===== config.mk =====
export PLATFORM = sky130hd
export DESIGN_NAME = oam_dma
export DESIGN_NICKNAME = d
export VERILOG_FILES = /design/src/rtl/oam_dma.sv
export SDC_FILE = /design/constraint.sdc
export NUM_CORES = 1
export LEC_CHECK = 0
export ABC_AREA = 1
export BUFFER_PORTS_ARGS = -buffer_cell sky130_fd_sc_hd__buf_2
export CAP_MARGIN = 20
export CORE_MARGIN = 2
export CORE_UTILIZATION = 35
export CTS_CLUSTER_SIZE = 30
export DETAILED_ROUTE_END_ITERATION = 8
export HOLD_SLACK_MARGIN = 0.08
export RECOVER_POWER = 100
export SLEW_MARGIN = 25
export SYNTH_ARGS = -nofsm -noshare
export SYNTH_HDL_FRONTEND = slang
export SYNTH_SLANG_ARGS = --single-unit

===== constraint.sdc =====
create_clock -name clock25 -period 3.2 [get_ports clock25]
set_input_delay 0.64 -clock clock25 [delete_from_list [all_inputs] [get_ports clock25]]
set_output_delay 0.64 -clock clock25 [all_outputs]
set_load 0.02 [all_outputs]

===== src/rtl/oam_dma.sv =====
// oam_dma: sprite DMA engine; a $4014 write halts the CPU and copies page $XX00-$XXFF into PPU OAM.
// Define OAMDMA_ALIGN_EN to add the odd-cycle ALIGN stall (514-cycle transfers instead of 513).
module oam_dma #(
    parameter logic [15:0] REG_DMA     = 16'h4014,
    parameter logic [15:0] REG_OAMADDR = 16'h2003
) (
    input  logic        clock25,
    input  logic        reset,
    input  logic        ce_cpu,
    input  logic [15:0] cpu_a,
    input  logic [7:0]  cpu_d,
    input  logic        cpu_w,
    output logic        busy,
    output logic [15:0] dma_a,
    input  logic [7:0]  dma_i,
    output logic        dma_rd,
    output logic [7:0]  oam_a,
    output logic [7:0]  oam_d,
    output logic        oam_we
);
    typedef enum logic [2:0] {IDLE, HALT, ALIGN, READ, WRITE} state_t;

    state_t     r_state, w_next;
    logic [7:0] r_page, r_cnt, r_oam_ptr;
    logic       w_snoop, w_dma_wr, w_ptr_wr, w_align;

    // Register snooping is only live in IDLE so a glitch write while halted cannot retrigger
    assign w_snoop  = ce_cpu && cpu_w && (r_state == IDLE);
    assign w_dma_wr = w_snoop && (cpu_a == REG_DMA);
    assign w_ptr_wr = w_snoop && (cpu_a == REG_OAMADDR);

`ifdef OAMDMA_ALIGN_EN
    logic r_odd, r_start_odd;
    always_ff @(posedge clock25) begin
        if (reset) begin
            r_odd       <= 1'b0;
            r_start_odd <= 1'b0;
        end else if (ce_cpu) begin
            r_odd <= ~r_odd;
            if (w_dma_wr) r_start_odd <= r_odd;
        end
    end
    assign w_align = r_start_odd;
`else
    assign w_align = 1'b0;
`endif

    always_comb begin
        w_next = r_state;
        case (r_state)
            IDLE:    w_next = w_dma_wr ? HALT : IDLE;
            HALT:    w_next = w_align ? ALIGN : READ;
            ALIGN:   w_next = READ;
            READ:    w_next = WRITE;
            WRITE:   w_next = (r_cnt == 8'hFF) ? IDLE : READ;
            default: w_next = IDLE;
        endcase
    end

    always_ff @(posedge clock25) begin
        if (reset) r_state <= IDLE;
        else if (ce_cpu) r_state <= w_next;
    end

    always_ff @(posedge clock25) begin
        if (reset) begin
            r_page    <= 8'h00;
            r_cnt     <= 8'h00;
            r_oam_ptr <= 8'h00;
        end else if (ce_cpu) begin
            if (w_ptr_wr) r_oam_ptr <= cpu_d;
            if (w_dma_wr) begin
                r_page <= cpu_d;
                r_cnt  <= 8'h00;
            end
            if (r_state == WRITE) begin
                r_oam_ptr <= r_oam_ptr + 8'h01;
                r_cnt     <= r_cnt + 8'h01;
            end
        end
    end

    // Read data arrives one CPU cycle after the READ address, i.e. during WRITE
    assign busy   = (r_state != IDLE);
    assign dma_rd = (r_state == READ);
    assign dma_a  = {r_page, r_cnt};
    assign oam_a  = r_oam_ptr;
    assign oam_d  = (r_state == WRITE) ? dma_i : 8'h00;
    assign oam_we = (r_state == WRITE) && ce_cpu;
endmodule


---- Yosys cells after proc, flatten, opt, wreduce, memory -nomap -nowiden ----
Cells that the tools add are included.
storage, ports and cells
  register bits after elaboration ......... 27
  input port bits ......................... 36
  output and inout bits ................... 35
  word-level logic and storage cells ...... 34
operators by class
  add/sub/neg operators ................... 2
  equal/unequal tests ..................... 7
  multiplexer cells ....................... 8
  reductions and logical operators ........ 13
operators by type and width
  cell                  count
  $mux 8                5
  $add 8x1->8 const B   2
  $eq 16x14->1 const B  1
  $eq 16x15->1 const B  1
  $pmux 3 s4            1
  $eq 8x8->1 const B    1
  $eq 3x2->1 const B    2
  $reduce_and 2->1      3
  $logic_and 1x1->1     5
  $reduce_bool 2->1     2
  $eq 3x1->1 const B    1
  $eq 3x3->1 const B    1
  $logic_not 3->1       1
  $reduce_bool 3->1     1
  $mux 2                1
  $reduce_or 2->1       1
  $mux 1                1

---- Longest topological paths before layout ----
  word-level depth ........................ 5
  depth in mapped cells ................... 9
  depth with buffers taken out ............ 9

---- Worst setup path before layout ----
Ideal clock, no wire load.
  path type ............................... flip-flop to output port
  start ................................... register r_state[0]
  end ..................................... output port oam_d[0]
  data arrival time ....................... 1.050 ns
  required time ........................... 2.560 ns
  slack ................................... 1.510 ns
  stages on the path, launching flop included .. 5
  path buffers ............................ 1
  cell sequence ........................... dfxtp_1 nor2_4 nand2_4 clkbuf_1 nor2_1
between the ends
  longest elaborated chain between the ends .. 2
RTL lines
  what                    RTL line  RTL
  from (decl)             23        state_t r_state, w_next;
  from (signal assigned)  62        else if (ce_cpu) r_state <= w_next;
  $eq 3x3->1              88        assign oam_d = (r_state == WRITE) ? dma_i : 8'h00;
  $mux 8                  88
  to (decl)               18        output logic [7:0] oam_d,
No other way between the ends.

---- Worst setup path after layout ----
  start ................................... register r_state[0]
  end ..................................... output port oam_we
between the ends
  longest elaborated chain between the ends .. 2
RTL lines
  what               RTL line  RTL
  $eq 3x3->1         89        assign oam_we = (r_state == WRITE) && ce_cpu;
  $logic_and 1x1->1  89
  to (decl)          19        output logic oam_we
No other way between the ends.

==> results.cfg <==
[setup_path]
start_kind = flip-flop
cp.required_ns = 2.56
r2r-start = r_state[0]
startpoint = r_state[0]
reg2reg_depth = 8
critical_path_peak_fanout = 21
cp.arrival_ns = 1.86
rrSetupSlack_ns = 1.10
end_kind = primary output
rr_endpoint = oam_a[6]
path_class = reg2out

[routing]
drcViolationCount = 0
wl_per_cell_um = 10.4
ant_nets = 0
top_layer = met4
drt_wl_total_um = 4010
wl_met1_um = 1950
dr.first_iter.drc_count = 130
wl_met3_um = 229
route.vias.total = 1747
dr.pass1.iters = 5
viasPerCell = 4.54
wl_met2_um = 1810

[place]
portBuffers = 70
placed_area_sq_um = 2010
place_hpwl_um = 2940
gp_congestion = 0.816

[synth]
synth-seq-area-share_pct = 32.9
synth_cell_types = 27
synthesis.nets = 304
synth_warnings = 0
syn_area_sq_um = 1640
synth_seq_cells = 27
synth_area_per_cell_sq_um = 6.18
yosysTopAreaCellShare_pct = 32.9
synth_area_leader_cell = dfxtp_1
synth_area_leaders = dfxtp_1, nand2_1, nor2_1
synth_cells = 266

[sta]
finalSetupViolations = 0
fin_crit_sh_pct = 78.0
drv_slew = 0
hold_viol_final = 0
worst_pin_slew_ns = 0.927
timing.setup.tns_ns = 0
max_freq_mhz = 400
relSlewSlack_pct = 38.0
skew_ns = 0.00453
rsz0062_at_grt = false
finalCriticalPeriod_ns = 2.50

[global_routing]
grt_pass1_wl_um = 6650
track_usage_pct = 15.4
grt_pass1_vias = 1539
antenna_found_initial = 0
grt_max_degree = 26
grt_overflow = 0

[run]
drv_cap = 0

[clock_network]
cts_buffers = 3
cts_setup_buffers = 0
cts_buffer_depth = 2
clkSinkCount = 27
ctsResizeCount = 0
cts_hold_buffers = 0
clk_pin_slew_ns = 0.10
cts_tree = built
clk_latency_ns = 0.28
root_buffer = clkbuf_8
h-tree-depth = 1

[final_layout]
mostFrequentLayoutCells = nand2_1, nor2_1, clkbuf_1
fin_util_pct = 44.4
layout_commonest_cell = nand2_1
drive_gt1_share_pct = 14.4
layout.nets = 372
diodes = 0
final_cell_area_sq_um = 1970
area_growth_pct = 20.0

[floorplan]
ioPinCount = 71
die_w_um = 72.5
core_sq_um = 4440
start_util_pct = 37.0
die-area_sq_um = 5260
die_h_um = 72.5
num_rows = 24

[min_path]
hp-class = reg2reg
holdPathStages = 2
min_from = r_cnt[7]
hold_end = r_cnt[7]

[run_status]
run_status = finished, final reports clean

[power_and_ir_drop]
cell_internal_pwr_uw = 471
power_leakage_nw = 0.948
p_seq_share_pct = 52.9
power.share.clock_pct = 31.4
p_per_area_nw_per_um2 = 338
power.share.combinational_pct = 15.7
switching_share_pct = 29.4
switchingPower_uw = 196
ir_drop_v = 0.000226
==> power by group through the flow <==
stage                     sequential (mW)  combinational [mW]  clock, mW
after global placement              0.360               0.111          0
after floorplan                     0.364              0.0647          0
after detailed placement            0.360               0.111          0
after CTS                           0.352               0.112      0.219
after global routing                0.354               0.118      0.224
final                               0.353               0.104      0.209
==> area by class of cell <==
cell class / instances / area [sq um]
well taps: 52 / 65.1
flip-flops and latches: 27 / 541
clock buffers: 3 / 41.3
multi-input cells: 198 / 883
fillers: 507 / 2470
repair buffers: 70 / 305
inverters: 34 / 130
clock inverters: 1 / 7.51
==> how the worst max path moves through the flow <==
| stage | endpoint | slack [ns] | cells past startpoint |
|---|---|---|---|
| 6_report | oam_we | 0.70 | 4 |
| 5_1_grt | oam_we | 0.58 | 4 |
| 4_1_cts | oam_we | 1.14 | 4 |
| 3_5_place_dp | oam_we | 1.29 | 4 |
| 3_3_place_gp | oam_we | 1.29 | 4 |
| 2_1_floorplan | oam_d[0] | 1.51 | 4 |
==> registers in the layout, indices dropped and copies added (netlist names) <==
register and count:
r_cnt 8, oam_a 8, r_state 3, r_page 8
==> per-stage QoR <==
stage / power [mW] / std cells / worst slack, ns / hold WS [ns]
finish: 0.666 / 385 / 0.703 / 0.515
global route: 0.696 / 385 / 0.577 / 0.541
CTS: 0.683 / 385 / 1.14 / 0.513
detailed placement: 0.472 / 381 / 1.29 / 0.496
global placement: 0.471 / 381 / 1.29 / 0.484
floorplan: 0.429 / 266 / 1.51 / 0.492
==> critical path, stage by stage, from the launching register on <==
cell      delay, ns
dfxtp_1        0.36
nor2_4         0.16
nand2_4        0.16
nor2_1         0.59
clkbuf_1       0.29
==> synthesized netlist by cell type <==
master and number:
nand2_1 71, buf_4 1, inv_1 30, nand2_2 1, inv_2 3, a31oi_1 1
nor2_1 61, or2_2 2, nand3b_1 1, buf_6 3, o21ai_0 10, nor2_8 1
buf_2 1, ha_1 2, clkbuf_1 2, nand2_4 2, xor2_1 1, nand3_1 26
a21oi_1 10, nand3_2 1, xnor2_1 1, dfxtp_1 27, nand4_1 3, nand3_4 1
a211oi_1 1, nor2_4 2, inv_4 1
==> routing by layer <==
layer,vias up,global-route usage (%)
li1,959,-
met1,736,20.0
met2,50,26.6
met3,2,3.19
met4,0,3.09
met5,-,0
==> cells by family after synthesis <==
group | share of synthesized area (%)
compound gates | 6.93
xor+xnor | 1.07
simple gates | 46.4
flops | 32.9
fa+ha+maj | 1.52
buf+inv | 11.2
Note: power is estimated with default switching activity, not from simulation.
